<file path="src/rtl/alu_pkg.sv">
// Shared definitions for the ALU op sequencer: widths, ALU control codes,
// command opcodes and the sequencer state type.
package alu_pkg;

  localparam int INTERNAL_BITS   = 16;
  localparam int DATA_W          = INTERNAL_BITS;
  localparam int ALUCONTROL_BITS = 4;

  localparam logic [ALUCONTROL_BITS-1:0] ALU_AND = 4'b0000;
  localparam logic [ALUCONTROL_BITS-1:0] ALU_OR  = 4'b0001;
  localparam logic [ALUCONTROL_BITS-1:0] ALU_ADD = 4'b0010;
  localparam logic [ALUCONTROL_BITS-1:0] ALU_SUB = 4'b0110;
  localparam logic [ALUCONTROL_BITS-1:0] ALU_SLT = 4'b0111;
  localparam logic [ALUCONTROL_BITS-1:0] ALU_MUL = 4'b1000;
  localparam logic [ALUCONTROL_BITS-1:0] ALU_NOR = 4'b1100;

  localparam logic [2:0] OP_AND     = 3'd0;
  localparam logic [2:0] OP_OR      = 3'd1;
  localparam logic [2:0] OP_ADD     = 3'd2;
  localparam logic [2:0] OP_SUB     = 3'd3;
  localparam logic [2:0] OP_SLT     = 3'd4;
  localparam logic [2:0] OP_MUL     = 3'd5;
  localparam logic [2:0] OP_NOR     = 3'd6;
  localparam logic [2:0] OP_ILLEGAL = 3'd7;

  typedef enum logic [1:0] {
    ST_IDLE  = 2'd0,
    ST_ISSUE = 2'd1,
    ST_WAIT  = 2'd2,
    ST_RESP  = 2'd3
  } state_t;

endpackage

</file>
<file path="src/rtl/alu_op_decode.sv">
// Maps a 3-bit command opcode onto the 4-bit ALU control code; unknown
// opcodes raise illegal and leave the code at zero.
module alu_op_decode
  import alu_pkg::*;
(
  input  logic [2:0]                 cmd_op,
  output logic [ALUCONTROL_BITS-1:0] alu_ctrl,
  output logic                       illegal
);

  always_comb begin
    alu_ctrl = '0;
    illegal  = 1'b0;
    case (cmd_op)
      OP_AND:  alu_ctrl = ALU_AND;
      OP_OR:   alu_ctrl = ALU_OR;
      OP_ADD:  alu_ctrl = ALU_ADD;
      OP_SUB:  alu_ctrl = ALU_SUB;
      OP_SLT:  alu_ctrl = ALU_SLT;
      OP_MUL:  alu_ctrl = ALU_MUL;
      OP_NOR:  alu_ctrl = ALU_NOR;
      default: illegal  = 1'b1;
    endcase
  end

endmodule

</file>
<file path="src/rtl/alu_op_sequencer.sv">
// Accepts one command at a time, drives it to an external ALU, waits for the
// result to settle (longer for MUL) and holds a response until consumed.
module alu_op_sequencer #(
  parameter int DATA_W   = alu_pkg::INTERNAL_BITS,
  parameter int MUL_WAIT = 2
) (
  input  logic                                clk,
  input  logic                                rst_n,
  input  logic                                cmd_valid,
  output logic                                cmd_ready,
  input  logic [2:0]                          cmd_op,
  input  logic [DATA_W-1:0]                   cmd_a,
  input  logic [DATA_W-1:0]                   cmd_b,
  output logic [DATA_W-1:0]                   alu_src1,
  output logic [DATA_W-1:0]                   alu_src2,
  output logic [alu_pkg::ALUCONTROL_BITS-1:0] alu_ctrl,
  input  logic [DATA_W:0]                     alu_result,
  output logic                                rsp_valid,
  input  logic                                rsp_ready,
  output logic [DATA_W-1:0]                   rsp_result,
  output logic                                rsp_ovf,
  output logic                                rsp_zero,
  output logic                                rsp_err
);
  import alu_pkg::*;

  localparam int CNT_W = (MUL_WAIT > 1) ? $clog2(MUL_WAIT) : 1;

  state_t                     state;
  logic [CNT_W-1:0]           wait_cnt;
  logic [ALUCONTROL_BITS-1:0] dec_ctrl;
  logic                       dec_illegal;
  logic                       res_zero;

  alu_op_decode u_decode (
    .cmd_op   (cmd_op),
    .alu_ctrl (dec_ctrl),
    .illegal  (dec_illegal)
  );

  assign cmd_ready = (state == ST_IDLE);
  // Zero is derived here from the data bits so it never depends on the ALU's own flag.
  assign res_zero  = (alu_result[DATA_W-1:0] == '0);

  always_ff @(posedge clk or negedge rst_n) begin
    if (!rst_n) begin
      state      <= ST_IDLE;
      wait_cnt   <= '0;
      alu_src1   <= '0;
      alu_src2   <= '0;
      alu_ctrl   <= '0;
      rsp_valid  <= 1'b0;
      rsp_result <= '0;
      rsp_ovf    <= 1'b0;
      rsp_zero   <= 1'b0;
      rsp_err    <= 1'b0;
    end else begin
      case (state)
        ST_IDLE: begin
          if (cmd_valid) begin
            if (dec_illegal) begin
              rsp_valid  <= 1'b1;
              rsp_err    <= 1'b1;
              rsp_result <= '0;
              rsp_ovf    <= 1'b0;
              rsp_zero   <= 1'b0;
              state      <= ST_RESP;
            end else begin
              alu_src1 <= cmd_a;
              alu_src2 <= cmd_b;
              alu_ctrl <= dec_ctrl;
              state    <= ST_ISSUE;
            end
          end
        end
        ST_ISSUE: begin
          if (alu_ctrl == ALU_MUL && MUL_WAIT > 0) begin
            wait_cnt <= '0;
            state    <= ST_WAIT;
          end else begin
            rsp_valid  <= 1'b1;
            rsp_result <= alu_result[DATA_W-1:0];
            rsp_ovf    <= alu_result[DATA_W];
            rsp_zero   <= res_zero;
            rsp_err    <= 1'b0;
            state      <= ST_RESP;
          end
        end
        ST_WAIT: begin
          if (int'(wait_cnt) >= MUL_WAIT - 1) begin
            rsp_valid  <= 1'b1;
            rsp_result <= alu_result[DATA_W-1:0];
            rsp_ovf    <= alu_result[DATA_W];
            rsp_zero   <= res_zero;
            rsp_err    <= 1'b0;
            state      <= ST_RESP;
          end else begin
            wait_cnt <= wait_cnt + 1'b1;
          end
        end
        ST_RESP: begin
          if (rsp_ready) begin
            rsp_valid <= 1'b0;
            state     <= ST_IDLE;
          end
        end
        default: state <= ST_IDLE;
      endcase
    end
  end

endmodule

</file>
<file path="config.mk">
export PLATFORM = sky130hd
export DESIGN_NAME = alu_op_sequencer
export DESIGN_NICKNAME = d
export VERILOG_FILES = /design/src/rtl/alu_pkg.sv /design/src/rtl/alu_op_decode.sv /design/src/rtl/alu_op_sequencer.sv
export SDC_FILE = /design/constraint.sdc
export NUM_CORES = 1
export LEC_CHECK = 0
export BUFFER_PORTS_ARGS = -buffer_cell sky130_fd_sc_hd__buf_4
export CORE_ASPECT_RATIO = 1.4
export CORE_MARGIN = 2
export CORE_UTILIZATION = 48
export CTS_CLUSTER_DIAMETER = 100
export CTS_CLUSTER_SIZE = 24
export DETAILED_ROUTE_END_ITERATION = 6
export HOLD_SLACK_MARGIN = 0.06
export PLACE_DENSITY = 0.8
export REMOVE_ABC_BUFFERS = 1
export SKIP_LAST_GASP = 1
export SYNTH_ARGS = -nofsm -noshare
export SYNTH_HDL_FRONTEND = slang
export SYNTH_SLANG_ARGS = --single-unit
</file>
<file path="constraint.sdc">
create_clock -name clk -period 2.4 [get_ports clk]
set_input_delay 0 -clock clk [delete_from_list [all_inputs] [get_ports clk]]
set_output_delay 0 -clock clk [all_outputs]
set_load 0.01 [all_outputs]
</file>
==> results of run 1 <==
what timing repair did:
item                      in CTS  in global routing
hold buffers                  54                  0
hold endpoints to repair     112                  0
setup buffers                  0                  0
path summary, 6_finish.rpt:
path | from | endpoint | slack (ns) | depth (start not counted)
hold reg to reg | rsp_result[10] | rsp_result[10] | 0.48 | 1
max in group asynchronous | rst_n | rsp_result[15] | 1.62 | 2
hold / removal | cmd_valid | alu_ctrl[0] | 0.16 | 3
setup / recovery | state[0] | alu_ctrl[2] | 0.18 | 6
setup reg to reg | state[0] | alu_ctrl[2] | 0.18 | 6
min in group asynchronous | rst_n | rsp_result[4] | 0.27 | 2
cell usage in the layout (no fill, tap or decap), types with 2 or more instances in the layout:
| cell | n |
|---|---|
| buf_4 | 115 |
| dfrtp_1 | 59 |
| dlygate4sd3_1 | 54 |
| mux2_2 | 28 |
| nand4_1 | 14 |
| inv_1 | 12 |
| clkbuf_8 | 12 |
| nand2_1 | 7 |
| a21bo_1 | 7 |
| mux2_4 | 6 |
| a21bo_2 | 6 |
| ha_1 | 6 |
| mux2i_1 | 5 |
| nor2_1 | 5 |
| a21oi_1 | 4 |
| nor4_1 | 4 |
| o21ai_0 | 3 |
| nand2b_1 | 2 |
metrics by stage:
stage                     utilization, %  worst slack, ns  total power, W  TNS, ns  std cells
after floorplan                        -           -0.273         0.00317    -8.49        186
after global placement              65.3            0.417         0.00421        0        370
after detailed placement            65.3            0.338         0.00429        0        370
after CTS                           78.9            0.267         0.00529        0        438
after global routing                78.9          0.00143         0.00567        0        438
final                               78.9            0.175         0.00532        0        438
power breakdown:
part / switching, W / internal [W]
sequential: 0.000301 / 0.00146
combinational: 0.00121 / 0.00144
clock: 0.000356 / 0.000551
total: 0.00187 / 0.00346
cell families (layout without fill, tap and decap cells):
group	after synthesis	after routing
and+or+nand+nor	38	38
AOI/OAI and AO/OA	30	30
xor gates and xnor gates	2	2
buffers and inverters	22	196
muxes	39	39
DFF	59	59
adders and majority gates	6	6
layer usage:
metal / global-route usage [%] / vias up / part of all wire (%)
met3: 7.29 / 5 / 6.9
met4: 5.61 / 0 / 0.60
met1: 27.9 / 1075 / 39
li1: - / 1047 / -
met5: 0 / - / 0
met2: 41.7 / 97 / 53
area by class of cell:
type | instances | area (sq um)
Clock buffer | 12 | 165
Clock inverter | 2 | 35.0
Fill cell | 312 | 1150
Inverter | 12 | 45.0
Multi-Input combinational cell | 115 | 1070
Sequential cell | 59 | 1480
Tap cell | 68 | 85.1
Timing Repair Buffer | 170 | 1420
critical path, stage by stage (launching register included):
cell	delay, ns
dfrtp_1	0.39
inv_1	0.12
ha_1	0.33
nand2_1	0.27
o22ai_1	0.13
a221oi_1	0.32
dlygate4sd3_1	0.61
registers in the layout, indices dropped and copies added (netlist names):
name / flops
alu_src2: 16
rsp_zero: 1
state: 2
rsp_ovf: 1
alu_ctrl: 4
rsp_result: 16
rsp_err: 1
rsp_valid: 1
alu_src1: 16
wait_cnt: 1
==> flow_metrics.env, run 1 <==
export IMPL_synth_xor_area_share_pct=0.652
export IMPL_fin_skew_ns=0.00925
export IMPL_ant_nets=0
export IMPL_yosys_area_share_simple_pct=8.85
export IMPL_antenna_found_initial=0
export IMPL_fp_coreArea_sq_um=5450
export IMPL_relSlewSlack_pct=50.9
export IMPL_synthFlopType="dfrtp_1"
export IMPL_cts_max_level=3
export IMPL_dieHeight_um=92.5
export IMPL_first_global_vias=2322
export IMPL_syn_inst=196
export IMPL_synth_seq_area_share_pct=55.0
export IMPL_status="complete, no violations"
export IMPL_start_util_pct=49.3
export IMPL_ys_types=38
export IMPL_synthArstFlopShare_pct=100
export IMPL_dr_pass1_iters=4
export IMPL_drive_gt1_share_pct=47.6
export IMPL_clock_latency_ns=0.32
export IMPL_yosys_top_cells_area="dfrtp_1 (55%), mux2_2 (12%), mux2_4 (3.4%)"
export IMPL_synth_commonest_cells="dfrtp_1 (59), mux2_2 (28), nand4_1 (14), inv_1 (12)"
export IMPL_drv_slew=0
export IMPL_numCtsBuffers=9
export IMPL_placed_area_sq_um=3560
export IMPL_wl_per_cell_um=15.9
export IMPL_power_density_nw_per_um2=1240
export IMPL_io_pins=113
export IMPL_grt_ovfl_total=0
export IMPL_area_growth_pct=60.0
export IMPL_die_area_sq_um=6220
export IMPL_clk_pin_slew_ns=0.07
export IMPL_hp_class="in2reg"
export IMPL_synth_compound_area_share_pct=10.3
export IMPL_io_buffers=112
export IMPL_nets=429
export IMPL_synth_top_cell_area_share_pct=55.0
export IMPL_crit_fanout=7
export IMPL_cts_root_buffer="clkbuf_8"
export IMPL_grt_max_degree=60
export IMPL_globalplace_congestion=0.826
export IMPL_synth_most_common_cell="dfrtp_1"
export IMPL_worstMarginPinSlew_ns=0.737
export IMPL_cts_num_sinks=59
export IMPL_synth_top_family_by_area="multiplexers"
export IMPL_vdd_drop_max_uv=1040
export IMPL_critPathArrivalTime_ns=2.48
export IMPL_design_area_sq_um=4300
export IMPL_finalSetupViolCount=0
export IMPL_timing_final_crit_share_pct=92.7
export IMPL_synth_edff_count=0
export IMPL_finalHoldViolCount=0
export IMPL_num_vias=2224
export IMPL_wirelength_mm=6.95
export IMPL_yosys_area_share_adder_pct=2.80
export IMPL_hpwl_mm=4.01
export IMPL_synth_top_area_cell="dfrtp_1"
export IMPL_rsz0062_at_grt="false"
export IMPL_antennaDiodeCount=0
export IMPL_worst_setup_path_end_kind="flip-flop"
export IMPL_drt_iter0_markers=96
export IMPL_track_usage_pct=23.8
export IMPL_synth_area_sq_um=2690
export IMPL_cts_resized=0
export IMPL_min_period_ns=2.22
export IMPL_rows=32
export IMPL_ctsLongestPathBuffers=2
export IMPL_grt_pass1_wl_mm=11.0
export IMPL_synth_yosys_warnings=0
export IMPL_drc_errors=0
export IMPL_leakagePower_nw=2.15
export IMPL_synth_mux_area_share_pct=17.0
export IMPL_cp_start_kind="flip-flop"
export IMPL_viasPerCell=5.08
export IMPL_cap_violations=0
export IMPL_max_freq_ghz=0.450
export IMPL_synth_seq_cells=59
export IMPL_worstPathRequired_ns=2.66
export IMPL_syn_avg_cell_area_sq_um=13.7
export IMPL_whs_ns=0.160
export IMPL_path_class="reg2reg"
export IMPL_fp_dieW_um=67.2
export IMPL_cts_tree="built"
No activity file was read; power rests on OpenSTA's default activity.
==> run 2: changes to the inputs <==
--- a/config.mk
+++ b/config.mk
@@ -6,14 +6,16 @@
 export NUM_CORES = 1
 export LEC_CHECK = 0
 export BUFFER_PORTS_ARGS = -buffer_cell sky130_fd_sc_hd__buf_4
+export CELL_PAD_IN_SITES_DETAIL_PLACEMENT = 1
+export CELL_PAD_IN_SITES_GLOBAL_PLACEMENT = 2
 export CORE_ASPECT_RATIO = 1.4
 export CORE_MARGIN = 2
-export CORE_UTILIZATION = 48
+export CORE_UTILIZATION = 30
 export CTS_CLUSTER_DIAMETER = 100
 export CTS_CLUSTER_SIZE = 24
 export DETAILED_ROUTE_END_ITERATION = 6
 export HOLD_SLACK_MARGIN = 0.06
-export PLACE_DENSITY = 0.8
+export PLACE_DENSITY_LB_ADDON = 0.1
 export REMOVE_ABC_BUFFERS = 1
 export SKIP_LAST_GASP = 1
 export SYNTH_ARGS = -nofsm -noshare
==> run 2 against run 1 <==
Net effect:
- sequential share of layout area is 1.5 points lower
- worst setup slack improved by 0.11 ns
- critical path type unchanged
- wire length increased by 11%
- largest cell class unchanged
- largest power group unchanged
- global-route usage decreased by 7.4 points
- critical path depth unchanged
- non-clock buffer count stayed put
- via count grew 0.90%
- critical endpoint unchanged
==> flow_metrics.env, run 2 (synthesized netlist as in run 1, its figures left out) <==
export IMPL_tns_ns=0
export IMPL_cpMaxStageDelayCell="dlygate4sd3_1"
export IMPL_max_freq_ghz=0.473
export IMPL_leakagePower_nw=2.21
export IMPL_drv_slew=0
export IMPL_status="complete, no violations"
export IMPL_ctsLongestPathBuffers=2
export IMPL_relSlewSlack_pct=48.0
export IMPL_drt_iter0_markers=72
export IMPL_die_area_sq_um=9730
export IMPL_cts_num_sinks=59
export IMPL_multi_input_area_sq_um=1070
export IMPL_ant_nets=0
export IMPL_clock_latency_ns=0.32
export IMPL_cpLargestDelayFamily="buffers and inverters"
export IMPL_cap_violations=0
export IMPL_power_density_nw_per_um2=1320
export IMPL_top_regs="alu_src1 x16, alu_src2 x16, rsp_result x16"
export IMPL_final_common_cell="buf_4"
export IMPL_fp_coreArea_sq_um=8660
export IMPL_start_util_pct=31.0
export IMPL_hold_end="alu_ctrl[0]"
export IMPL_antennaDiodeCount=0
export IMPL_critPathArrivalTime_ns=2.37
export IMPL_crit_fanout=7
export IMPL_worst_setup_path_end_kind="flip-flop"
export IMPL_wirelength_mm=7.72
export IMPL_cts_root_buffer="clkbuf_16"
export IMPL_dieHeight_um=116
export IMPL_wl_per_cell_um=16.2
export IMPL_finalHoldViolCount=0
export IMPL_design_area_sq_um=4490
export IMPL_viasPerCell=4.70
export IMPL_io_pins=113
export IMPL_crit_chain="inv_1 -> ha_1 -> nand2_2 -> o22ai_1 -> a221oi_1 -> dlygate4sd3_1"
export IMPL_placed_area_sq_um=3610
export IMPL_dr_pass1_iters=4
export IMPL_cts_tree="built"
export IMPL_min_period_ns=2.11
export IMPL_cts_setup_buffers=0
export IMPL_rsz0062_at_grt="false"
export IMPL_fin_skew_ns=0.00365
export IMPL_path_class="reg2reg"
export IMPL_final_cell_mix="buf_4 (116), dfrtp_1 (59), dlygate4sd3_1 (53)"
export IMPL_area_growth_pct=67.1
export IMPL_worstMarginPinSlew_ns=0.780
export IMPL_grt_max_degree=60
export IMPL_clk_pin_slew_ns=0.05
export IMPL_nets=429
export IMPL_hpwl_mm=4.89
export IMPL_hp_class="in2reg"
export IMPL_worstHoldPathCells=3
export IMPL_drive_gt1_share_pct=47.8
export IMPL_drc_errors=0
export IMPL_fp_dieW_um=84.0
export IMPL_timing_final_crit_share_pct=88.0
export IMPL_worstPathRequired_ns=2.66
export IMPL_io_buffers=112
export IMPL_reg2reg_depth=6
export IMPL_cp_depth=6
export IMPL_reg2reg_slack_ns=0.29
export IMPL_vdd_drop_max_uv=827
export IMPL_finalSetupViolCount=0
export IMPL_fillers=901
export IMPL_first_global_vias=2368
export IMPL_rows=40
export IMPL_antenna_found_initial=0
export IMPL_track_usage_pct=16.3
export IMPL_globalplace_congestion=0.712
export IMPL_numCtsBuffers=9
export IMPL_hold_path_startpoint="cmd_valid"
export IMPL_num_vias=2244
export IMPL_cts_max_level=3
export IMPL_cp_num_buf_inv=2
export IMPL_grt_ovfl_total=0
export IMPL_r2r_start="state[0]"
export IMPL_register_area_sq_um=1480
export IMPL_grt_pass1_wl_mm=12.3
export IMPL_cp_start_kind="flip-flop"
export IMPL_worstReg2RegEnd="alu_ctrl[2]"
export IMPL_max_stage_delay_ns=0.59
[run 2: power by group]
group	switching [W]	internal, W	leakage [nW]
sequential	0.000286	0.00147	0.722
clock	0.000435	0.00104	0.163
combinational	0.00123	0.00145	1.32
[run 2: stage by stage]
stage                     total power (W)  worst slack (ns)  cells  hold slack [ns]  utilization [%]
after floorplan                   0.00317            -0.273    186           -0.296                -
after global placement            0.00435             0.368    408            0.137             41.7
after detailed placement          0.00439             0.295    408            0.136             41.7
after CTS                         0.00599             0.227    477           0.0852             51.8
after global routing              0.00629            0.0907    477            0.104             51.8
final                             0.00591             0.288    477           0.0797             51.8
[run 2: layer usage]
| layer | global-route usage (%) | wire length, um |
|---|---|---|
| met5 | 0 | 0 |
| met1 | 18.2 | 3010 |
| met2 | 29.4 | 4120 |
| met3 | 3.92 | 439 |
| met4 | 7.74 | 157 |
[run 2: worst reg2reg max path, delay by kind of cell, from the launching register on]
family / cells / cell delay [ns]
buf+inv: 2 / 0.71
compound gates: 2 / 0.41
flops: 1 / 0.40
fa+ha+maj: 1 / 0.34
simple gates: 1 / 0.20
[run 2: area by class of cell]
class | count | share of cell area [%]
Multi-Input combinational cell | 115 | 23.8
Clock inverter | 4 | 2.18
Sequential cell | 59 | 32.9
Clock buffer | 12 | 5.49
Inverter | 12 | 1.00
Timing Repair Buffer | 170 | 31.7
Tap cell | 105 | 2.93
[run 2: what timing repair did]
action / CTS / global route
endpoints found under the hold margin: 111 / 0
endpoints found under the setup margin: 0 / 1
hold buffers: 53 / 0
resized for setup: 0 / 1
[run 2: worst max path at each step]
stage          slack (ns)           end      from
2_1_floorplan       -0.27   alu_src1[0]  state[0]
3_3_place_gp         0.37  alu_src2[12]  state[0]
3_5_place_dp         0.29   alu_src1[1]  state[0]
4_1_cts              0.23   alu_ctrl[2]  state[0]
5_1_grt              0.09   alu_ctrl[2]  state[0]
6_report             0.29   alu_ctrl[2]  state[0]
